===== src/rtl/signed_vector_addsub_pipe_if.sv =====
// Valid/ready bus for the signed vector add/sub pipeline: one request side and one result side.
// The slave modport is the pipeline's view; the master modport is the view of whoever drives it.
interface signed_vector_addsub_pipe_if #(
  parameter int unsigned COMP_WIDTH = 19,
  parameter int unsigned NUM_COMP   = 3
);
  logic                           in_valid;
  logic                           in_ready;
  logic                           in_mode;
  logic [NUM_COMP*COMP_WIDTH-1:0] in_vector_1;
  logic [NUM_COMP*COMP_WIDTH-1:0] in_vector_2;
  logic                           out_valid;
  logic                           out_ready;
  logic [NUM_COMP*COMP_WIDTH-1:0] out_vector;
  logic [NUM_COMP-1:0]            out_ovf;

  modport master (
    output in_valid, in_mode, in_vector_1, in_vector_2, out_ready,
    input  in_ready, out_valid, out_vector, out_ovf
  );

  modport slave (
    input  in_valid, in_mode, in_vector_1, in_vector_2, out_ready,
    output in_ready, out_valid, out_vector, out_ovf
  );
endinterface


===== src/rtl/signed_vector_addsub_pipe.sv =====
// Two-stage pipelined per-component signed add/subtract on packed vectors.
// Optional saturation and per-component overflow flags; full valid/ready backpressure.
module signed_vector_addsub_pipe #(
  parameter int unsigned COMP_WIDTH = 19,
  parameter int unsigned NUM_COMP   = 3,
  parameter int unsigned SATURATE   = 1
) (
  input logic                           clk,
  input logic                           rst,
  signed_vector_addsub_pipe_if.slave    bus
);
  localparam int unsigned VW = NUM_COMP * COMP_WIDTH;
  localparam int unsigned RW = COMP_WIDTH + 1;

  logic                   s1_valid;
  logic                   s1_en;
  logic                   s2_en;
  logic [NUM_COMP*RW-1:0] s1_sum;
  logic [NUM_COMP*RW-1:0] sum_next;
  logic [RW-1:0]          a_ext;
  logic [RW-1:0]          b_ext;
  logic [RW-1:0]          r;
  logic [VW-1:0]          res_next;
  logic [NUM_COMP-1:0]    ovf_next;
  logic                   out_valid_q;
  logic [VW-1:0]          out_vector_q;
  logic [NUM_COMP-1:0]    out_ovf_q;

  assign s2_en          = !out_valid_q || bus.out_ready;
  assign s1_en          = !s1_valid || s2_en;
  assign bus.in_ready   = s1_en;
  assign bus.out_valid  = out_valid_q;
  assign bus.out_vector = out_vector_q;
  assign bus.out_ovf    = out_ovf_q;

  // One extra bit keeps a-b exact, including negation of the most negative b.
  always_comb begin
    sum_next = '0;
    a_ext    = '0;
    b_ext    = '0;
    for (int unsigned i = 0; i < NUM_COMP; i++) begin
      a_ext = {bus.in_vector_1[i*COMP_WIDTH + COMP_WIDTH - 1],
               bus.in_vector_1[i*COMP_WIDTH +: COMP_WIDTH]};
      b_ext = {bus.in_vector_2[i*COMP_WIDTH + COMP_WIDTH - 1],
               bus.in_vector_2[i*COMP_WIDTH +: COMP_WIDTH]};
      sum_next[i*RW +: RW] = bus.in_mode ? (a_ext - b_ext) : (a_ext + b_ext);
    end
  end

  always_comb begin
    res_next = '0;
    ovf_next = '0;
    r        = '0;
    for (int unsigned i = 0; i < NUM_COMP; i++) begin
      r           = s1_sum[i*RW +: RW];
      ovf_next[i] = r[RW-1] ^ r[RW-2];
      if ((SATURATE != 0) && ovf_next[i])
        res_next[i*COMP_WIDTH +: COMP_WIDTH] = r[RW-1] ? {1'b1, {(COMP_WIDTH-1){1'b0}}}
                                                       : {1'b0, {(COMP_WIDTH-1){1'b1}}};
      else
        res_next[i*COMP_WIDTH +: COMP_WIDTH] = r[COMP_WIDTH-1:0];
    end
  end

  always_ff @(posedge clk) begin
    if (rst) begin
      s1_valid     <= 1'b0;
      s1_sum       <= '0;
      out_valid_q  <= 1'b0;
      out_vector_q <= '0;
      out_ovf_q    <= '0;
    end else begin
      if (s1_en) begin
        s1_valid <= bus.in_valid;
        if (bus.in_valid) s1_sum <= sum_next;
      end
      if (s2_en) begin
        out_valid_q <= s1_valid;
        if (s1_valid) begin
          out_vector_q <= res_next;
          out_ovf_q    <= ovf_next;
        end
      end
    end
  end
endmodule


===== src/flat_wrapper.sv =====
// flat-port wrapper written by rule: the top's interface ports become plain ports
module signed_vector_addsub_pipe_flat 
#(
  parameter int unsigned COMP_WIDTH = 19,
  parameter int unsigned NUM_COMP   = 3,
  parameter int unsigned SATURATE   = 1
)
  (clk, rst, bus_in_valid, bus_in_mode, bus_in_vector_1, bus_in_vector_2, bus_out_ready, bus_in_ready, bus_out_valid, bus_out_vector, bus_out_ovf);
  signed_vector_addsub_pipe_if #(.COMP_WIDTH(COMP_WIDTH), .NUM_COMP(NUM_COMP)) bus_i ();
  input logic clk;
  input logic rst;
  input wire logic [$bits(bus_i.in_valid)-1:0] bus_in_valid;
  input wire logic [$bits(bus_i.in_mode)-1:0] bus_in_mode;
  input wire logic [$bits(bus_i.in_vector_1)-1:0] bus_in_vector_1;
  input wire logic [$bits(bus_i.in_vector_2)-1:0] bus_in_vector_2;
  input wire logic [$bits(bus_i.out_ready)-1:0] bus_out_ready;
  output wire logic [$bits(bus_i.in_ready)-1:0] bus_in_ready;
  output wire logic [$bits(bus_i.out_valid)-1:0] bus_out_valid;
  output wire logic [$bits(bus_i.out_vector)-1:0] bus_out_vector;
  output wire logic [$bits(bus_i.out_ovf)-1:0] bus_out_ovf;
  assign bus_i.in_valid = bus_in_valid;
  assign bus_i.in_mode = bus_in_mode;
  assign bus_i.in_vector_1 = bus_in_vector_1;
  assign bus_i.in_vector_2 = bus_in_vector_2;
  assign bus_i.out_ready = bus_out_ready;
  assign bus_in_ready = bus_i.in_ready;
  assign bus_out_valid = bus_i.out_valid;
  assign bus_out_vector = bus_i.out_vector;
  assign bus_out_ovf = bus_i.out_ovf;
  signed_vector_addsub_pipe #(.COMP_WIDTH(COMP_WIDTH), .NUM_COMP(NUM_COMP), .SATURATE(SATURATE)) u_core (.clk(clk), .rst(rst), .bus(bus_i));
endmodule

===== config.mk =====
export PLATFORM = sky130hd
export DESIGN_NAME = signed_vector_addsub_pipe_flat
export DESIGN_NICKNAME = d
export VERILOG_FILES = /design/src/rtl/signed_vector_addsub_pipe_if.sv /design/src/rtl/signed_vector_addsub_pipe.sv /design/src/flat_wrapper.sv
export SDC_FILE = /design/constraint.sdc
export NUM_CORES = 1
export LEC_CHECK = 0
export BUFFER_PORTS_ARGS = -buffer_cell sky130_fd_sc_hd__buf_2
export CAP_MARGIN = 20
export CORE_MARGIN = 2
export CORE_UTILIZATION = 45
export CTS_CLUSTER_SIZE = 24
export DETAILED_ROUTE_END_ITERATION = 10
export PLACE_DENSITY_LB_ADDON = 0.1
export RECOVER_POWER = 50
export SLEW_MARGIN = 20
export SYNTH_ARGS = -nofsm -noshare
export SYNTH_HDL_FRONTEND = slang
export SYNTH_SLANG_ARGS = --single-unit

===== constraint.sdc =====
create_clock -name clk -period 4.89 [get_ports clk]
set_input_delay 0.978 -clock clk [delete_from_list [all_inputs] [get_ports clk]]
set_output_delay 0.978 -clock clk [all_outputs]
set_load 0.02 [all_outputs]

==> qor.txt <==
Buffers on Ports - 180
WP data required - 5.18 ns
final worst path period share - 0.806
n_diodes - 0
total negative slack - 0 ns
most common flop cell mapped by yosys - dfxtp_1
Setup crit end - u_core.s1_sum[58]
Top-Level Pins - 181
Synth Warn # - 0
nature of the critical path startpoint - input port
setup ws final - 0.949 ns
Routed WL per cell - 15.6 µm
H-tree depth - 4
Iter 0 DRT Violations - 597
clock share of power - 0.344
GP Congestion - 0.931
Routed WL - 23.4 mm
Critical Path Max Stage Delay - 0.57 ns
DRT antenna net count - 0
Net Switching - 1.27 mW
CP Cell Sequence - buf_2 > nor4_1 > and2_1 > nor2_1 > xnor2_1 > ha_1 > a2111oi_0 > o21a_1 > o21ai_0 > a22oi_1 > nor4_1 > or3b_2
Synth Area per Inst - 7.67 µm²
LEAKAGE - 4.10 nW
measured slew at the worst slew-check pin - 2.15 ns
critical path's most frequent cell - nor4_1
router iterations before antenna repair - 5
Reg clk slew, reported paths - 0.06 ns
status - finished, violations left
commonest cells after routing, fill and taps aside - nor2_1 (129), dfxtp_1 (122), buf_2 (118)
Die H - 141 µm
Seq/Total Area, Yosys - 0.289
CTS buffer count - 17
cell taking the most area after synthesis - dfxtp_1
Worst slew margin - -0.433
final setup violation count - 0
Clock Skew - 0.00524 ns
R2R depth - 5
area delta synth->final - 18.7%
CP Capture Type - flip-flop
asr flop ratio synth - 0
largest net degree at the start of global routing - 105
Highest Clock Rate - 0.254 GHz
Post-synth EDFFs - 0
R2R Path End - u_core.s1_sum[58]
Hold Crit Class - flip-flop to flip-flop
non-filler cells in the finished layout - 1,501
CTS Root Cell - clkbuf_16
pwr dens - 360 nW/µm²
failing checks - capacitance limit, slew limit
critical path's slowest cell - a2111oi_0
worst r2r src - u_core.bus.out_valid
Tot Pwr - 3.61 mW
Synth area leaders - dfxtp_1 (29%), ha_1 (9.8%), xnor2_1 (7.2%)
Distinct cells, synth - 63
CP Class - input port to flip-flop
Crit Path Max Fanout - 5
worst vdd ir - 0.224 mV
first-pass GRT wire length - 37.5 mm
hpwl dp - 18.0 mm
Final Hold Viols - 0
residual overflow from global routing - 0
Worst R2R Setup Slack - 2.60 ns
vias in the first global route - 7,169
internal power - 2.33 mW
WHS - 0.446 ns
fin. max-slew vios - 105
sequential power share - 0.327
Placed Cells - 1,469
share of the synthesized area in the top cell type - 0.289
floorplan row count - 50
final design utilization - 0.540
Yosys reg bits - 122
CP arrival - 4.23 ns
max-cap violation count - 1
Via Count - 8,155
post-DR vias/cell - 5.43
DRC - 0
RSZ-0062 raised after global routing - false
initial core utilization - 0.454
CTS tree - built
Final nets - 1,442
Sinks on Clock Net - 122
Die W - 141 µm
post-synthesis cell count - 1,101
layout cells sized above 1 - 0.143
Place WS - 0.573 ns
power share of the combinational group - 0.329
post-CTS resize count - 0
Sw Share - 0.353
post-CTS setup buffers - 0
Final Instance Area - 10,000 µm²
Post-DP Area - 9520 µm²
Clock Path Buffers - 2
CTS Hold Bufs - 0
commonest non-fill, non-tap cell in the layout - nor2_1
Mapped Nets - 1,289
initial antenna violation count - 0
Clk Latency, worst-skew pair - 0.41 ns
core area - 18,600 µm²
Final Critical Period - 3.94 ns
Critical Path Start - bus_in_vector_2[43]
Total GRT Usage - 0.232
cell area after synthesis - 8440 µm²
Die ar. - 19,900 µm²
==> registers in the layout, indices dropped and copies added, names as in the netlist <==
name and flops:
u_core.s1_sum 60, u_core.bus.out_ovf 3, u_core.bus.out_valid 1, u_core.bus.out_vector 57
u_core.s1_valid 1
==> cells in the mapped netlist, drive strengths merged, types with 5 or more instances <==
master  instances
a211o           8
a211oi         59
a21o           18
a21oi         111
a31oi           9
and2            8
and3            5
clkbuf         52
dfxtp         122
ha             66
inv            28
nand2         102
nand2b         30
nand3          29
nand4           7
nor2          130
nor2b           8
nor3           71
nor4           11
o21a           12
o21ai          46
o21bai          5
or3             5
or4             5
xnor2          69
xor2           25
==> cell families after synthesis <==
group	Yosys count	synth area share
simple gates	425	0.238
compound gates	302	0.226
flops	122	0.289
xor+xnor	94	0.0975
buf+inv	83	0.0370
fa+ha+maj	69	0.105
mux	6	0.00741
==> power groups by stage <==
stage          sequential [mW]  combinational (mW)  clock, mW
2_1_floorplan             1.23               0.800          0
3_3_place_gp              1.19                1.18          0
3_5_place_dp              1.20                1.18          0
4_1_cts                   1.18                1.19       1.26
5_1_grt                   1.19                1.32       1.31
6_report                  1.18                1.19       1.24
==> how the worst min path moves through the flow <==
stage,start,end,slack (ns),depth (start not counted)
3_3_place_gp,u_core.s1_sum[29],u_core.s1_sum[29],0.43,2
6_report,u_core.s1_sum[23],u_core.s1_sum[23],0.45,2
4_1_cts,u_core.s1_sum[23],u_core.s1_sum[23],0.45,2
2_1_floorplan,u_core.s1_sum[30],u_core.s1_sum[30],0.42,2
5_1_grt,u_core.bus.out_vector[21],u_core.bus.out_vector[21],0.46,2
3_5_place_dp,u_core.s1_sum[29],u_core.s1_sum[29],0.44,2
==> routing by layer <==
layer  track usage  up-vias  share of wire
met1         0.382     3636           0.55
li1              -     4235              -
met4        0.0547        0          0.014
met3        0.0394       22          0.060
met2         0.304      262           0.37
met5             0        -              0
==> worst max-delay path, delay by kind of cell <==
kind	cells	cell delay [ns]
AOI/OAI and AO/OA	4	1.23
buffers and inverters	1	0.11
and+or+nand+nor	5	1.42
xor gates and xnor gates	1	0.14
adders and majority gates	1	0.35
==> layout make-up <==
| class | instances | area (µm²) |
|---|---|---|
| multi-input combinational | 896 | 5710 |
| timing repair buffer | 189 | 888 |
| sequential | 122 | 2440 |
| clock inverter | 15 | 165 |
| tap | 234 | 293 |
| clock buffer | 17 | 425 |
| inverter | 28 | 105 |
| fill | 1856 | 8550 |
(Power assumes the default switching activity.)
